[config.mk]
export PLATFORM = sky130hd
export DESIGN_NAME = elevator_scheduler
export DESIGN_NICKNAME = d
export VERILOG_FILES = /design/src/rtl/elevator_pkg.sv /design/src/rtl/elevator_req_ahead.sv /design/src/rtl/elevator_scheduler.sv
export SDC_FILE = /design/constraint.sdc
export NUM_CORES = 1
export LEC_CHECK = 0
export ABC_CLOCK_PERIOD_IN_PS = 6300
export BUFFER_PORTS_ARGS = -buffer_cell sky130_fd_sc_hd__buf_2
export CORE_MARGIN = 2
export CORE_UTILIZATION = 50
export CTS_BUF_LIST = sky130_fd_sc_hd__clkbuf_8 sky130_fd_sc_hd__clkbuf_16
export CTS_CLUSTER_SIZE = 14
export DETAILED_ROUTE_END_ITERATION = 8
export GPL_TIMING_DRIVEN = 0
export PLACE_DENSITY_LB_ADDON = 0.1
export SYNTH_ARGS = -nofsm -noshare
export SYNTH_HDL_FRONTEND = slang
export SYNTH_SLANG_ARGS = --single-unit
[constraint.sdc]
create_clock -name clk -period 6.3 [get_ports clk]
set_clock_uncertainty 0.1 [all_clocks]
set_input_delay 0.945 -clock clk [delete_from_list [all_inputs] [get_ports clk]]
set_output_delay 0.945 -clock clk [all_outputs]
set_load 0.01 [all_outputs]
[src/rtl/elevator_pkg.sv]
// Shared types and encodings for the single-car elevator scheduler.
package elevator_pkg;

   typedef enum logic [1:0] {
      ST_IDLE = 2'd0,
      ST_MOVE = 2'd1,
      ST_DOOR = 2'd2
   } state_t;

   localparam logic [1:0] DIR_STOP = 2'b00;
   localparam logic [1:0] DIR_UP   = 2'b01;
   localparam logic [1:0] DIR_DOWN = 2'b10;

   function automatic logic [1:0] dir_cmd(input logic up);
      return up ? DIR_UP : DIR_DOWN;
   endfunction

endpackage

[src/rtl/elevator_req_ahead.sv]
// Classifies pending requests relative to a floor: above, below, at it, and
// ahead of the given travel direction.
module elevator_req_ahead #(
   parameter int NUM_FLOORS = 4,
   parameter int FLOOR_W    = 2
) (
   input  logic [NUM_FLOORS-1:0] i_pending,
   input  logic [FLOOR_W-1:0]    i_cur_floor,
   input  logic                  i_dir_up,
   output logic                  o_req_above,
   output logic                  o_req_below,
   output logic                  o_req_here,
   output logic                  o_req_ahead
);

   logic [NUM_FLOORS-1:0] w_above_mask;
   logic [NUM_FLOORS-1:0] w_below_mask;
   logic [NUM_FLOORS-1:0] w_here_mask;

   always_comb begin
      w_above_mask = '0;
      w_below_mask = '0;
      w_here_mask  = '0;
      for (int i = 0; i < NUM_FLOORS; i++) begin
         w_above_mask[i] = (i > int'(i_cur_floor));
         w_below_mask[i] = (i < int'(i_cur_floor));
         w_here_mask[i]  = (i == int'(i_cur_floor));
      end
   end

   assign o_req_above = |(i_pending & w_above_mask);
   assign o_req_below = |(i_pending & w_below_mask);
   assign o_req_here  = |(i_pending & w_here_mask);
   assign o_req_ahead = i_dir_up ? o_req_above : o_req_below;

endmodule

[src/rtl/elevator_scheduler.sv]
// SCAN-ordered request scheduler for one elevator car: latches calls, times
// floor travel and door dwell, and drives the up/down command.
module elevator_scheduler
   import elevator_pkg::*;
#(
   parameter int NUM_FLOORS    = 4,
   parameter int FLOOR_W       = 2,
   parameter int TRAVEL_CYCLES = 8,
   parameter int DOOR_CYCLES   = 6
) (
   input  logic                  clk,
   input  logic                  rst_n,
   input  logic [NUM_FLOORS-1:0] call_req,
   output logic [1:0]            up_down,
   output logic [FLOOR_W-1:0]    cur_floor,
   output logic                  door_open,
   output logic [NUM_FLOORS-1:0] pending,
   output logic                  busy
);

   localparam int TMAX    = (TRAVEL_CYCLES > DOOR_CYCLES) ? TRAVEL_CYCLES : DOOR_CYCLES;
   localparam int TIMER_W = $clog2(TMAX);
   localparam logic [TIMER_W-1:0] TRAVEL_LOAD = TIMER_W'(TRAVEL_CYCLES - 1);
   localparam logic [TIMER_W-1:0] DOOR_LOAD   = TIMER_W'(DOOR_CYCLES - 1);
   localparam logic [FLOOR_W-1:0] TOP_FLOOR   = FLOOR_W'(NUM_FLOORS - 1);
   localparam logic [FLOOR_W-1:0] BOT_FLOOR   = '0;

   state_t                r_state;
   logic                  r_dir_up;
   logic [TIMER_W-1:0]    r_timer;
   logic [FLOOR_W-1:0]    r_cur_floor;
   logic [NUM_FLOORS-1:0] r_pending;
   logic [1:0]            r_up_down;
   logic                  r_door_open;
   logic                  r_busy;

   logic [NUM_FLOORS-1:0] w_pend_in;
   logic [NUM_FLOORS-1:0] w_cur_pend;
   logic [NUM_FLOORS-1:0] w_clear_mask;
   logic [FLOOR_W-1:0]    w_next_floor;
   logic                  w_dir_cur;
   logic                  w_dir_next;
   logic                  w_cur_above, w_cur_below, w_cur_here, w_cur_ahead;
   logic                  w_nxt_above, w_nxt_below, w_nxt_here, w_nxt_ahead;
   logic                  w_cur_any, w_nxt_any;
   logic                  w_cur_sel_dir, w_nxt_sel_dir;
   logic                  w_arrive;
   logic                  w_door_restart;

   // Calls seen this cycle take part in arrival and door-expiry decisions;
   // IDLE only acts on latched requests so the latch cycle is always visible.
   assign w_pend_in  = r_pending | call_req;
   assign w_cur_pend = (r_state == ST_IDLE) ? r_pending : w_pend_in;

   assign w_dir_cur = (r_cur_floor == TOP_FLOOR) ? 1'b0 :
                      (r_cur_floor == BOT_FLOOR) ? 1'b1 : r_dir_up;

   always_comb begin
      w_next_floor = r_cur_floor;
      if (r_dir_up && (r_cur_floor != TOP_FLOOR)) begin
         w_next_floor = r_cur_floor + 1'b1;
      end else if (!r_dir_up && (r_cur_floor != BOT_FLOOR)) begin
         w_next_floor = r_cur_floor - 1'b1;
      end
   end

   assign w_dir_next = (w_next_floor == TOP_FLOOR) ? 1'b0 :
                       (w_next_floor == BOT_FLOOR) ? 1'b1 : r_dir_up;

   elevator_req_ahead #(.NUM_FLOORS(NUM_FLOORS), .FLOOR_W(FLOOR_W)) u_req_cur (
      .i_pending   (w_cur_pend),
      .i_cur_floor (r_cur_floor),
      .i_dir_up    (w_dir_cur),
      .o_req_above (w_cur_above),
      .o_req_below (w_cur_below),
      .o_req_here  (w_cur_here),
      .o_req_ahead (w_cur_ahead)
   );

   elevator_req_ahead #(.NUM_FLOORS(NUM_FLOORS), .FLOOR_W(FLOOR_W)) u_req_next (
      .i_pending   (w_pend_in),
      .i_cur_floor (w_next_floor),
      .i_dir_up    (w_dir_next),
      .o_req_above (w_nxt_above),
      .o_req_below (w_nxt_below),
      .o_req_here  (w_nxt_here),
      .o_req_ahead (w_nxt_ahead)
   );

   assign w_cur_any     = w_cur_above | w_cur_below;
   assign w_nxt_any     = w_nxt_above | w_nxt_below;
   assign w_cur_sel_dir = w_cur_ahead ? w_dir_cur : ~w_dir_cur;
   assign w_nxt_sel_dir = w_nxt_ahead ? w_dir_next : ~w_dir_next;

   assign w_arrive       = (r_state == ST_MOVE) && (r_timer == '0);
   assign w_door_restart = (r_state == ST_DOOR) && call_req[r_cur_floor];

   // While the door is open its own floor bit is held clear, so a repeat
   // press only restarts the dwell.
   always_comb begin
      w_clear_mask = '0;
      case (r_state)
         ST_IDLE: if (w_cur_here) w_clear_mask = NUM_FLOORS'(1) << r_cur_floor;
         ST_MOVE: if (w_arrive && w_nxt_here) w_clear_mask = NUM_FLOORS'(1) << w_next_floor;
         ST_DOOR: w_clear_mask = NUM_FLOORS'(1) << r_cur_floor;
         default: w_clear_mask = '0;
      endcase
   end

   always_ff @(posedge clk or negedge rst_n) begin
      if (!rst_n) begin
         r_state     <= ST_IDLE;
         r_dir_up    <= 1'b1;
         r_timer     <= '0;
         r_cur_floor <= '0;
         r_pending   <= '0;
         r_up_down   <= DIR_STOP;
         r_door_open <= 1'b0;
         r_busy      <= 1'b0;
      end else begin
         r_pending <= w_pend_in & ~w_clear_mask;
         case (r_state)
            ST_IDLE: begin
               if (w_cur_here) begin
                  r_state     <= ST_DOOR;
                  r_timer     <= DOOR_LOAD;
                  r_door_open <= 1'b1;
                  r_up_down   <= DIR_STOP;
                  r_busy      <= 1'b1;
               end else if (w_cur_any) begin
                  r_state   <= ST_MOVE;
                  r_timer   <= TRAVEL_LOAD;
                  r_dir_up  <= w_cur_sel_dir;
                  r_up_down <= dir_cmd(w_cur_sel_dir);
                  r_busy    <= 1'b1;
               end else begin
                  r_up_down   <= DIR_STOP;
                  r_door_open <= 1'b0;
                  r_busy      <= 1'b0;
               end
            end
            ST_MOVE: begin
               if (r_timer != '0) begin
                  r_timer <= r_timer - 1'b1;
               end else begin
                  r_cur_floor <= w_next_floor;
                  if (w_nxt_here) begin
                     r_state     <= ST_DOOR;
                     r_timer     <= DOOR_LOAD;
                     r_dir_up    <= w_dir_next;
                     r_door_open <= 1'b1;
                     r_up_down   <= DIR_STOP;
                  end else if (w_nxt_any) begin
                     r_timer   <= TRAVEL_LOAD;
                     r_dir_up  <= w_nxt_sel_dir;
                     r_up_down <= dir_cmd(w_nxt_sel_dir);
                  end else begin
                     r_state   <= ST_IDLE;
                     r_dir_up  <= w_dir_next;
                     r_up_down <= DIR_STOP;
                     r_busy    <= 1'b0;
                  end
               end
            end
            ST_DOOR: begin
               if (w_door_restart) begin
                  r_timer <= DOOR_LOAD;
               end else if (r_timer != '0) begin
                  r_timer <= r_timer - 1'b1;
               end else begin
                  r_door_open <= 1'b0;
                  if (w_cur_any) begin
                     r_state   <= ST_MOVE;
                     r_timer   <= TRAVEL_LOAD;
                     r_dir_up  <= w_cur_sel_dir;
                     r_up_down <= dir_cmd(w_cur_sel_dir);
                  end else begin
                     r_state  <= ST_IDLE;
                     r_dir_up <= w_dir_cur;
                     r_busy   <= 1'b0;
                  end
               end
            end
            default: begin
               r_state     <= ST_IDLE;
               r_up_down   <= DIR_STOP;
               r_door_open <= 1'b0;
               r_busy      <= 1'b0;
            end
         endcase
      end
   end

   assign up_down   = r_up_down;
   assign cur_floor = r_cur_floor;
   assign door_open = r_door_open;
   assign pending   = r_pending;
   assign busy      = r_busy;

endmodule

==> Yosys cells after proc, flatten, opt, wreduce, memory -nomap -nowiden <==
Cells that the tools add are included.
{ "word_totals": {"ff_bits": 16, "latchBits": 0, "ram_bits": 0, "romBits": 0, "wordCells": 161, "mem_count": 0} }
{ "classes": {"n_addsub": 3, "mul": 0, "div_mod_pow": 0, "magnitude_cmp": 13, "eq_ne": 25, "n_shift": 2, "n_mux": 68, "bitwise": 14, "n_reduce_logical": 28} }
{ "op_table": {"columns": ["op", "count"], "rows": [
  ["2-bit two-way mux", 19],
  ["1-bit two-way mux", 31],
  ["4-bit OR reduction", 6],
  ["2-bit != test, second input constant", 11],
  ["3-bit two-way mux", 7],
  ["4-bit AND", 5],
  ["4-bit two-way mux", 3],
  ["2-bit case mux with 3 select lines", 2],
  ["4-bit case mux with 3 select lines", 1],
  ["6-bit AND reduction", 2],
  ["2-bit logical NOT", 5],
  ["5-bit AND reduction", 2],
  ["1-bit case mux with 3 select lines", 3],
  ["3-bit case mux with 3 select lines", 1],
  ["4-bit by 3-bit AND with 4-bit output", 2],
  ["2-bit equality test, first input constant", 4],
  ["2-bit > comparator, first input constant", 4],
  ["1-bit by 2-bit < comparator with 1-bit output, first input constant", 4],
  ["1-bit by 2-bit << shifter with 4-bit output, first input constant", 2],
  ["2-bit equality test, second input constant", 3],
  ["3-bit by 2-bit != test with 1-bit output, second input constant", 2],
  ["3-bit nonzero test", 2],
  ["1-bit logical AND", 5],
  ["1-bit by 2-bit equality test with 1-bit output, first input constant", 2],
  ["19 further kinds", 25]
]} }

==> Depth between registers and ports, before layout <==
{ "logic_depth": {"word_depth": 14, "ltp_mapped": 11, "depth_no_buf": 9} }

==> Modules after synthesis <==
From an unflattened synthesis, not the netlist that was laid out.
{ "hier_totals": {"cells_unflattened": 178, "area_unflattened_um2": 1507.7} }
{ "modules_own_cells": {"columns": ["module", "instances", "cells_each", "area_per_inst_um2", "seq_area_each_um2"], "rows": [
  ["elevator_scheduler", 1, 154, 1335.0, 401.6],
  ["elevator_req_ahead", 2, 12, 86.3, 0.0]
]} }

==> Worst setup path after synthesis <==
OpenSTA, ideal clock, no wires.
{ "synth_path": {"kind": "register to register", "start": "register r_cur_floor[0] (netlist: cur_floor[0])", "end": "register r_state[0]", "t_arrival_ns": 2.489, "path_slack_ns": 3.583, "path_stages_with_launch": 12, "path_buffers": 2, "period_less_slack_ns": 2.717, "path_cell_list": "dfrtp_1 -> clkbuf_2 -> inv_1 -> ha_1 -> mux2i_1 -> xnor2_1 -> buf_6 -> mux2i_1 -> mux2i_4 -> nor3_2 -> a211oi_2 -> mux2_1"} }
{ "synth_between": {"elab_chain_cells": 10, "word_cells_on_any_way": 56, "cone_classes": "add/sub: 2; order compare: 12; eq/ne: 10; mux: 11; bitwise: 8; reduce/logical: 13"} }
{ "synth_rtl": {"columns": ["element", "line_no", "source"], "rows": [
  ["start: declaration", "elevator_scheduler.sv:31", "logic [FLOOR_W-1:0] r_cur_floor;"],
  ["start signal: assignment", "elevator_scheduler.sv:146", "r_cur_floor <= w_next_floor;"],
  ["parallel branches: the longest is 10 deep, another holds 2-bit by 1-bit subtractor with 2-bit output", null, null],
  ["end signal: assignment", "elevator_scheduler.sv:112", "r_state <= ST_IDLE;"],
  ["end signal: assignment", "elevator_scheduler.sv:125", "r_state <= ST_DOOR;"],
  ["end signal: assignment", "elevator_scheduler.sv:131", "r_state <= ST_MOVE;"],
  ["end: declaration", "elevator_scheduler.sv:28", "state_t r_state;"]
]} }
Parallel ways; which one is timed is not known. The select of a mux whose other input is x is not followed.
A chain may end at the register's enable or synchronous reset.

==> Worst setup path after layout <==
Ends and elaborated chain as after synthesis.

==> results.ini <==
[outcome]
outcome=finished clean

[clock_tree]
cts_root_buf=clkbuf_8
cts_tree=yes
cts-buffers-inserted=3
h-tree-depth=1
clk_pin_slew_worst_paths_ns=0.07
cts_resized=0
cts_hold_buf=0
post_cts_buffers=0
clock-sinks=16
clkLatencyLatePin_ns=0.25
cts.path.max_buffers=2

[synthesis]
synth_area_leader_cell=dfrtp_1
syn_area_per_cell_um2=8.12
syn_area_um2=1550
syn_nets=210
yosys-top-cells-area=dfrtp_1 24%, ha_1 10%, nor2_1 7.0%
async_flop_share_pct=100
ys_ff_latch=16
synth-main-ff-cell=dfrtp_1
yosysWarnings=0
synth.distinct_cells=54
yosys.area.top_type_share_pct=24.2
ys_seq_area_share_pct=25.9
syn_inst=191
synth_edf_count=0

[drt]
firstDrtPassIters=4
via_count=1512
wl_per_cell_um=16.3
drt-vias-per-instance=6.22
route.detailed.drc=0
wirelength_met1_um=1660
routed_wl_um=3950
routed-wl-met2_um=1980
routed-wl-met3_um=242
highest_layer=met4
first_iter_violations=97
ant_nets=0

[placement]
placedCellCount=239
gp_congestion=0.880
place_worst_setup_slack_ns=3.24
hpwl_um=3080
io_buffers=15

[pwr]
switching_share_pct=50.9
pwr-share-clk_pct=9.1
pwr_density_cell_nw_per_um2=604
p_seq_share_pct=19.3
ir_drop_mv=0.246
power.switching_mw=0.530
p_leak_nw=0.741
p_comb_share_pct=71.6
p_int_mw=0.511

[global_route]
grt_max_degree=17
grt_pass1_vias=1391
grt_pass1_wl_um=6400
grt_overflow_total=0
grt_usage_pct=23.9
antenna_found_initial=0

[sta]
final_max_slew_viol_count=0
tightest_slew_ns=0.803
fin_crit_ns=3.09
rsz0062_at_grt=no
finalSetupTns_ns=0
worst_slack_ns=3.21
slew_headroom_pct=45.6
hold_viol=0
fmax_ghz=0.324
period_share_pct=49.0
setup_viol=0

[min_path]
min_path_type=register to register

[setup_path]
crit_path_frequent_cell=mux2i_1
cp.required_ns=6.34
r2r_end=r_state[0]$_DFFE_PN0P_
critPathCaptureType=register
endpoint=r_state[0]$_DFFE_PN0P_
critPathSlowestCell=dfrtp_1
cp-start-kind=register
r2r_start=cur_floor[0]$_DFFE_PN0P_
path_cells=clkbuf_2 -> inv_1 -> ha_1 -> mux2i_1 -> xnor2_1 -> buf_6 -> mux2i_1 -> mux2i_4 -> nor3_2 -> a211oi_2 -> mux2_1
path_max_fanout=10
criticalPathCategory=register to register
cpPeakStageDelay_ns=0.42
crit_buf_inv=3
critPathTopFamily=multiplexers
reg2reg_depth=11
crit_arrival_ns=3.12
path_depth=11
critPathLaunch=cur_floor[0]$_DFFE_PN0P_
r2r_slack_ns=3.21

[final_layout]
area_growth_pct=11.0
seq_area_um2=402
n_antenna_cell=0
drive_gt1_share_pct=15.2
fill_cells=284
final_cells=243
multi_input_area_um2=1060
nets=230

[floorplanning]
core-area_um2=3000
io_pins=16
start_util_pct=51.7
die_x_um=59.7
dieArea_um2=3560
rows=20
die_h_um=59.7

[run]
drv_cap=0

[through the flow]
step	area, µm²	hold slack [ns]	power, mW	utilization (%)
final	1720	0.402	1.04	57.4
after global routing	1720	0.421	1.14	57.4
after CTS	1720	0.407	1.04	57.4
after detailed placement	1670	0.388	0.938	55.5
after global placement	1670	0.371	0.917	55.5
after floorplan	1550	0.403	0.763	-
[cell families after synthesis]
group | share of synthesized area, %
AOI/OAI and AO/OA | 28.9
adders and majority gates | 11.1
buffers and inverters | 5.72
DFF | 25.9
muxes | 7.58
and+or+nand+nor | 19.7
xor gates and xnor gates | 1.13
[synth_stat cells (all sizes together), types with 2 or more instances]
master  count
o41ai       2
o311ai      2
a21oi      15
dfrtp      15
o21bai      4
a211oi      3
xnor2       2
clkbuf      5
mux2i       6
o22ai       4
nand2      13
inv        11
o31ai       4
mux2        2
ha         13
a22o        3
nor3        6
nand3       2
o21ai      13
nor2b       5
or2         6
buf         3
nor2       29
[metal layers]
metal,track usage (%),up-vias
met2,42.4,66
met3,2.81,7
met4,7.62,0
met5,0,-
li1,-,730
met1,29.9,709
[worst reg2reg max path: stages, from the launching register on]
cell and delay (ns):
dfrtp_1 0.42, clkbuf_2 0.20, inv_1 0.13, ha_1 0.31, mux2i_1 0.15, xnor2_1 0.37
buf_6 0.21, mux2i_1 0.28, mux2i_4 0.14, nor3_2 0.26, a211oi_2 0.08, mux2_1 0.33
[layout by cell type, fill, tap and decap left out, types with 2 or more instances in the layout]
cell / netlist / layout
o21bai_1: 4 / 4
a22o_1: 3 / 3
o21ai_1: 5 / 5
o41ai_1: 2 / 2
xnor2_1: 2 / 2
mux2_1: 2 / 2
or2_1: 4 / 4
o22ai_1: 4 / 4
clkbuf_1: 4 / 4
buf_2: 1 / 16
nor2_1: 29 / 29
o31ai_1: 4 / 4
clkbuf_8: 0 / 4
buf_6: 2 / 2
nand2_1: 13 / 13
o21ai_0: 8 / 8
nand3_1: 2 / 2
a21oi_1: 15 / 15
o311ai_1: 2 / 2
nor3_1: 5 / 5
ha_1: 13 / 13
inv_1: 11 / 11
nor2b_1: 5 / 5
dfrtp_1: 15 / 15
mux2i_1: 5 / 5
a211oi_1: 2 / 2
[cell type report]
cell class / count / area share [%]
multi-input cells: 156 / 61.6
flip-flops and latches: 16 / 23.3
repair buffers: 15 / 4.36
clock buffers: 4 / 3.20
plain buffers: 8 / 2.76
inverters: 11 / 2.40
well taps: 33 / 2.40
[worst min-delay path by stage]
stage,from,endpoint,slack (ns),depth (start not counted)
floorplan,r_timer[0]$_DFFE_PN0P_,r_timer[0]$_DFFE_PN0P_,0.40,1
global placement,busy$_DFFE_PN0P_,busy$_DFFE_PN0P_,0.37,2
detailed placement,up_down[1]$_DFFE_PN0P_,up_down[1]$_DFFE_PN0P_,0.39,1
CTS,up_down[0]$_DFFE_PN0P_,up_down[0]$_DFFE_PN0P_,0.41,1
global route,up_down[1]$_DFFE_PN0P_,up_down[1]$_DFFE_PN0P_,0.42,1
finish,up_down[0]$_DFFE_PN0P_,up_down[0]$_DFFE_PN0P_,0.40,1
[flip-flops by register name (all words and copies together) (netlist names)]
register,cells
r_state,2
r_dir_up,1
r_timer,3
pending,4
door_open,1
cur_floor,2
busy,1
up_down,2
[power by group through the flow]
stage	logic [mW]	registers, mW	clock network [mW]
detailed placement	0.735	0.203	0
floorplan	0.557	0.206	0
global placement	0.718	0.200	0
finish	0.745	0.201	0.0943
CTS	0.740	0.201	0.0966
global route	0.828	0.207	0.103
Power figures use the tool's default switching activity.
